`src/rtl/crc_weight_packer_pkg.sv`:
```
// crc_weight_packer_pkg: shared widths, polynomial, FSM states and slot-offset helper
package crc_weight_packer_pkg;
  localparam int NB = 8;
  localparam int WW = 32;
  localparam int CL = 8;
  localparam logic [CL-1:0] POLY_DEF = 8'h07;
  localparam int CW = WW + CL;
  typedef enum logic {FILL, FULL} state_e;
  function automatic int slot_msb(input int k, input int cw = CW);
    return cw * (k + 1) - 1;
  endfunction
endpackage

```
`src/rtl/crc_weight_packer_if.sv`:
```
// crc_weight_packer_if: weight input, packed beat output and status of the packer
interface crc_weight_packer_if import crc_weight_packer_pkg::*; #(
  parameter int N  = NB,
  parameter int n  = WW,
  parameter int cl = CL
);
  logic                    clr;
  logic [n-1:0]            w_in;
  logic                    w_valid;
  logic                    w_ready;
  logic                    inj_err;
  logic [N*(n+cl)-1:0]     wcrc;
  logic                    wcrc_valid;
  logic                    wcrc_ready;
  logic [15:0]             beat_cnt;
  modport master(output clr, w_in, w_valid, inj_err, wcrc_ready,
                 input w_ready, wcrc, wcrc_valid, beat_cnt);
  modport slave(input clr, w_in, w_valid, inj_err, wcrc_ready,
                output w_ready, wcrc, wcrc_valid, beat_cnt);
endinterface

```
`src/rtl/crc_weight_packer_crc_gen.sv`:
```
// crc_gen: combinational MSB-first non-reflected CRC, init 0, no final XOR
module crc_gen import crc_weight_packer_pkg::*; #(
  parameter int n  = WW,
  parameter int cl = CL,
  parameter logic [cl-1:0] POLY = POLY_DEF
) (
  input  logic [n-1:0]  data_i,
  output logic [cl-1:0] crc_o
);
  always_comb begin
    crc_o = '0;
    for (int i = n - 1; i >= 0; i--)
      crc_o = {crc_o[cl-2:0], 1'b0} ^ ((crc_o[cl-1] ^ data_i[i]) ? POLY : '0);
  end
endmodule

```
`src/rtl/crc_weight_packer.sv`:
```
// crc_weight_packer: packs N {weight, crc} codewords into one beat with a valid/ready handshake
module crc_weight_packer import crc_weight_packer_pkg::*; #(
  parameter int N  = NB,
  parameter int n  = WW,
  parameter int cl = CL,
  parameter logic [cl-1:0] POLY = POLY_DEF
) (
  input logic                clk,
  input logic                reset,
  crc_weight_packer_if.slave bus
);
  localparam int W     = n + cl;
  localparam int CNT_W = N > 1 ? $clog2(N) : 1;
  state_e              state_q, state_d;
  logic [CNT_W-1:0]    cnt_q, cnt_d;
  logic [N*W-1:0]      wcrc_q, wcrc_d;
  logic [15:0]         beat_q, beat_d;
  logic [cl-1:0]       crc;
  logic                accept, last;
  crc_gen #(.n(n), .cl(cl), .POLY(POLY)) u_crc (.data_i(bus.w_in), .crc_o(crc));
  assign accept = state_q == FILL && bus.w_valid && !bus.clr;
  assign last   = cnt_q == CNT_W'(N - 1);
  always_comb begin
    state_d = state_q;
    cnt_d   = cnt_q;
    wcrc_d  = wcrc_q;
    beat_d  = beat_q;
    if (state_q == FILL && bus.clr) cnt_d = '0;
    else if (accept) begin
      for (int k = 0; k < N; k++)
        if (cnt_q == CNT_W'(k)) wcrc_d[slot_msb(k, W) -: W] = {bus.w_in, crc ^ {{(cl-1){1'b0}}, bus.inj_err}};
      cnt_d   = last ? '0 : cnt_q + 1'b1;
      state_d = last ? FULL : FILL;
    end
    if (state_q == FULL && bus.wcrc_ready) begin
      state_d = FILL;
      beat_d  = beat_q + 16'd1;
    end
  end
  always_ff @(posedge clk) begin
    if (reset) begin
      state_q <= FILL;
      cnt_q   <= '0;
      wcrc_q  <= '0;
      beat_q  <= '0;
    end else begin
      state_q <= state_d;
      cnt_q   <= cnt_d;
      wcrc_q  <= wcrc_d;
      beat_q  <= beat_d;
    end
  end
  assign bus.w_ready    = state_q == FILL && !reset;
  assign bus.wcrc_valid = state_q == FULL && !reset;
  assign bus.wcrc       = wcrc_q;
  assign bus.beat_cnt   = beat_q;
  a_valid_hold: assert property (@(posedge clk) disable iff (reset)
    bus.wcrc_valid && !bus.wcrc_ready |=> bus.wcrc_valid);
  a_data_stable: assert property (@(posedge clk) disable iff (reset)
    bus.wcrc_valid && !bus.wcrc_ready |=> $stable(bus.wcrc));
  a_no_full_accept: assert property (@(posedge clk) disable iff (reset)
    bus.w_valid && bus.w_ready |-> state_q == FILL);
endmodule

```
`src/flat_wrapper.sv`:
```
// flat-port wrapper written by rule: the top's interface ports become plain ports
module crc_weight_packer_flat import crc_weight_packer_pkg::*;
#(
  parameter int N  = NB,
  parameter int n  = WW,
  parameter int cl = CL,
  parameter logic [cl-1:0] POLY = POLY_DEF
)
  (clk, reset, bus_clr, bus_w_in, bus_w_valid, bus_inj_err, bus_wcrc_ready, bus_w_ready, bus_wcrc, bus_wcrc_valid, bus_beat_cnt);
  crc_weight_packer_if #(.N(N), .n(n), .cl(cl)) bus_i ();
  input logic clk;
  input logic reset;
  input wire logic [$bits(bus_i.clr)-1:0] bus_clr;
  input wire logic [$bits(bus_i.w_in)-1:0] bus_w_in;
  input wire logic [$bits(bus_i.w_valid)-1:0] bus_w_valid;
  input wire logic [$bits(bus_i.inj_err)-1:0] bus_inj_err;
  input wire logic [$bits(bus_i.wcrc_ready)-1:0] bus_wcrc_ready;
  output wire logic [$bits(bus_i.w_ready)-1:0] bus_w_ready;
  output wire logic [$bits(bus_i.wcrc)-1:0] bus_wcrc;
  output wire logic [$bits(bus_i.wcrc_valid)-1:0] bus_wcrc_valid;
  output wire logic [$bits(bus_i.beat_cnt)-1:0] bus_beat_cnt;
  assign bus_i.clr = bus_clr;
  assign bus_i.w_in = bus_w_in;
  assign bus_i.w_valid = bus_w_valid;
  assign bus_i.inj_err = bus_inj_err;
  assign bus_i.wcrc_ready = bus_wcrc_ready;
  assign bus_w_ready = bus_i.w_ready;
  assign bus_wcrc = bus_i.wcrc;
  assign bus_wcrc_valid = bus_i.wcrc_valid;
  assign bus_beat_cnt = bus_i.beat_cnt;
  crc_weight_packer #(.N(N), .n(n), .cl(cl), .POLY(POLY)) u_core (.clk(clk), .reset(reset), .bus(bus_i));
endmodule
```
`config.mk`:
```
export PLATFORM = sky130hd
export DESIGN_NAME = crc_weight_packer_flat
export DESIGN_NICKNAME = d
export VERILOG_FILES = /design/src/rtl/crc_weight_packer_pkg.sv /design/src/rtl/crc_weight_packer_if.sv /design/src/rtl/crc_weight_packer_crc_gen.sv /design/src/rtl/crc_weight_packer.sv /design/src/flat_wrapper.sv
export SDC_FILE = /design/constraint.sdc
export NUM_CORES = 1
export LEC_CHECK = 0
export ABC_AREA = 1
export CORE_MARGIN = 4
export CORE_UTILIZATION = 47
export DETAILED_ROUTE_END_ITERATION = 6
export PLACE_DENSITY = 0.86
export SKIP_CTS_REPAIR_TIMING = 1
export SLEW_MARGIN = 15
export SYNTH_ARGS = -nofsm -noshare
export SYNTH_HDL_FRONTEND = slang
export SYNTH_SLANG_ARGS = --single-unit
```
`constraint.sdc`:
```
create_clock -name clk -period 3 [get_ports clk]
set_clock_uncertainty 0.05 [all_clocks]
set_input_delay 0.6 -clock clk [delete_from_list [all_inputs] [get_ports clk]]
set_output_delay 0.6 -clock clk [all_outputs]
set_load 0.01 [all_outputs]
```
==> run metrics <==
floorplan row count 60; average instance area after synthesis slightly below 8 sq um; cell repeated most along the worst path xor2_1; number of hold violations in the final report 0; Die Ht 174 um; final slew viol count 0; post-synthesis sequential area ratio between 50% and 60%; number of CTS-inserted buffers 36; initial antenna violation count 11; Fmax achieved around 360 MHz; combinational family with the most area after synthesis compound AO/OA/AOI/OAI gates; startpoint of the most critical setup path bus_w_in[25]; Cell Area, Synth around 13000 sq um; Static Leakage ~8 nW; minimum clock period between 2 and 3 ns; final design instance area without fill between 15000 and 20000 sq um; fraction of the cycle the final worst path needs 93.0%; first-pass detailed-route iteration total 5; placed cell areas roughly 17000 sq um; reg2reg path depth 12; placeable core region between 20000 and 30000 sq um; maximum clock path buffer count 3; post-synthesis sequential element count 340; synthesized-area fraction occupied by xor and xnor cells under 10%; Slowest cell on crit path clkdlybuf4s50_1; R2R Setup Slk between 0.7 and 0.8 ns; drt total wl between 40000 and 50000 um; area share of and/or/nand/nor cells after synthesis 14.1%; crit end category flop; cell type with the largest total area after synthesis dfxtp_1; count of distinct cell types in the synthesized netlist 32; Routability Congestion approximately 0.84; core utilization of the finished layout a little over two thirds; worst-case setup margin in the final layout 0.211 ns; HPWL Detailed 31600 um; number of cells on the worst hold path 2; worst-case setup slack after placement -0.534 ns; Worst Path Required 3.32 ns; average wire per standard cell about 19 um; clock input transition at the sequential cells of the worst setup and hold paths roughly 0.060 ns; Nets ~2100; internal power between 0.008 and 0.009 W; capturing element of the worst setup path u_core.bus.wcrc[7]; DRT iter0 DRCs ~1000; Final TNS setup 0 ns; sinks on the clock net 340; vias after detailed routing between 10000 and 15000; via density per instance approximately 5.4; Die X 174 um; via count of the first global-routing pass 12800; ordered list of cells on the worst path clkdlybuf4s50_1 -> xor2_1 -> xor2_1 -> inv_1 -> nand2_1 -> nand2_1 -> nand3_1 -> nand2_2 -> buf_4 -> xor2_1 -> xor2_1 -> xor2_2 -> buf_4 -> a21oi_1; worst r2r dst u_core.bus.beat_cnt[14]; fraction of power consumed by combinational cells between 20% and 30%; share of the synthesized area in the top cell type between 50% and 60%; Worst VDD drop ~0.54 mV; Slew Limit Headroom between 50% and 60%; Ports between 300 and 400; ratio of cells with drive above 1 in the final layout a little under an eighth; synthesized-area fraction occupied by adder cells 0.679%; CTS root buffer clkbuf_16; max-cap viol count 0; arrival time worst endpoint a little over 3 ns; effective utilization at floorplan a little under half; pwr dens about 620 nW/um^2; number of H-tree branching levels 2; clock tree from TritonCTS done; power dissipated by switching net loads about 0.0033 W; Clk pwr share ~39%; status finished, final reports clean; dominant cells by area after synthesis dfxtp_1 53%, o21ai_0 11%, a21oi_1 8.9%, nor2_1 6.5%, nand2_1 4.5%; pin count of the biggest net entering global routing approximately 90; compound-cell area share of the yosys netlist 21.6%; remaining number of nets flagged by the antenna check after routing 0; area delta synth->final 46.9%; total congestion overflow 0; unrepaired setup endpoints after global routing no; Worst-Margin Slew approximately 0.63 ns; post-synthesis instance total approximately 1600; path category of the worst min-delay check flop to flop; global router's overall resource usage between 20% and 30%; post-detailed-route DRC marker count 0; class of the most critical setup path input port to flop; floorplan die area 30100 sq um; nets in the synthesized netlist approximately 1700; hold slack 0.443 ns; power share of the sequential group about two fifths; worst stage delay on the critical path 0.52 ns; proportion of synthesized area in mux cells 0%; worst skew pair latency about 0.52 ns; startpoint type of the worst setup path input port; global-route wire length before repair approximately 70000 um; reg-to-reg startpoint u_core.bus.beat_cnt[1]; Port Buf Inserts 375; final setup violation count 0; switching portion of total power 28.6%; number of warning messages in the yosys log 0; peak fanout along the critical path 6
-- layout by cell type, fill, tap and decap left out, types with 3 or more instances in the layout --
| cell type | count |
|---|---|
| clkdlybuf4s50_1 | 364 |
| nor2_1 | 222 |
| inv_1 | 103 |
| a211oi_1 | 3 |
| ha_1 | 7 |
| clkbuf_8 | 8 |
| dfxtp_1 | 340 |
| xor2_1 | 9 |
| buf_12 | 10 |
| nand2_2 | 37 |
| dlymetal6s2s_1 | 10 |
| xor2_4 | 5 |
| nand3_1 | 34 |
| xor2_2 | 6 |
| nand3_2 | 5 |
| clkbuf_1 | 5 |
| nand2_4 | 5 |
| o21ai_1 | 26 |
| xnor2_2 | 6 |
| diode_2 | 7 |
| a21oi_1 | 229 |
| xnor2_4 | 4 |
| inv_2 | 16 |
| clkinv_1 | 15 |
| o21ai_0 | 295 |
| nand2_1 | 127 |
| nor3_1 | 7 |
| clkinv_2 | 8 |
| buf_4 | 77 |
| clkbuf_16 | 38 |
| nor3_2 | 6 |
-- cells by family (layout without fill, tap and decap cells) --
group	count (synthesis)	count (layout)
AO/OA/AOI/OAI	555	555
XOR/XNOR	32	32
adder cells (fa/ha/maj)	7	7
buffers and inverters	248	663
flip-flops	340	340
other	0	7
AND/OR/NAND/NOR	450	450
-- per-layer routing --
layer	routed length (um)	part of all wire [%]	up-vias	GRT usage, %
li1	-	-	6141	-
met1	17700	39	6118	34.1
met2	21800	48	627	47.1
met3	4100	9.0	152	8.35
met4	2000	4.4	8	13.9
met5	41	0.090	-	0
-- registers in the layout, summed over array words and instances, names as in the netlist --
name                 flops
u_core.bus.beat_cnt     16
u_core.cnt_q             3
u_core.bus.wcrc        320
u_core.state_q           1
-- through the flow --
stage / total power, W / cells
after detailed placement: 0.00682 / 2321
after CTS: 0.0113 / 2385
after global placement: 0.00676 / 2321
after global routing: 0.0121 / 2395
after floorplan: 0.00592 / 1632
final: 0.0117 / 2395
-- worst min-delay path by stage --
stage	endpoint	slack, ns	from
3_5_place_dp	u_core.bus.beat_cnt[10]	0.43	u_core.bus.beat_cnt[10]
3_3_place_gp	u_core.bus.beat_cnt[3]	0.42	u_core.bus.beat_cnt[3]
2_1_floorplan	u_core.bus.beat_cnt[3]	0.45	u_core.bus.beat_cnt[3]
4_1_cts	u_core.bus.beat_cnt[15]	0.43	reset
6_report	u_core.bus.beat_cnt[3]	0.44	u_core.bus.beat_cnt[3]
5_1_grt	u_core.bus.wcrc[139]	0.47	u_core.bus.wcrc[139]
-- final cells by class --
cell class / count / area (sq um)
inverters: 135 / 512
clock buffers: 51 / 1080
well taps: 341 / 427
multi-input cells: 1044 / 5390
repair buffers: 464 / 4570
fillers: 1937 / 8010
diodes: 7 / 17.5
clock inverters: 13 / 134
flip-flops and latches: 340 / 6810
-- cell usage after synthesis (all sizes together) --
master	count
dfxtp	340
o21ai	321
a21oi	229
nor2	223
nand2	169
inv	119
clkbuf	95
nand3	40
xor2	20
buf	18
clkinv	16
nor3	13
xnor2	12
ha	7
a211oi	3
nand4	2
a31oi	1
nand3b	1
nor3b	1
nor4	1
o21bai	1
-- critical path, delay by kind of cell --
| family | cells | cell delay (ns) |
|---|---|---|
| buf+inv | 4 | 0.94 |
| simple gates | 4 | 0.32 |
| compound gates | 1 | 0.07 |
| xor+xnor | 5 | 1.18 |
-- power by group through the flow --
| stage | clock network [W] | registers (W) | logic (W) |
|---|---|---|---|
| after global placement | 0 | 0.00473 | 0.00204 |
| after floorplan | 0 | 0.00476 | 0.00116 |
| final | 0.00450 | 0.00463 | 0.00255 |
| after CTS | 0.00453 | 0.00463 | 0.00210 |
| after detailed placement | 0 | 0.00473 | 0.00209 |
| after global routing | 0.00474 | 0.00464 | 0.00272 |
(Power assumes the default switching activity.)
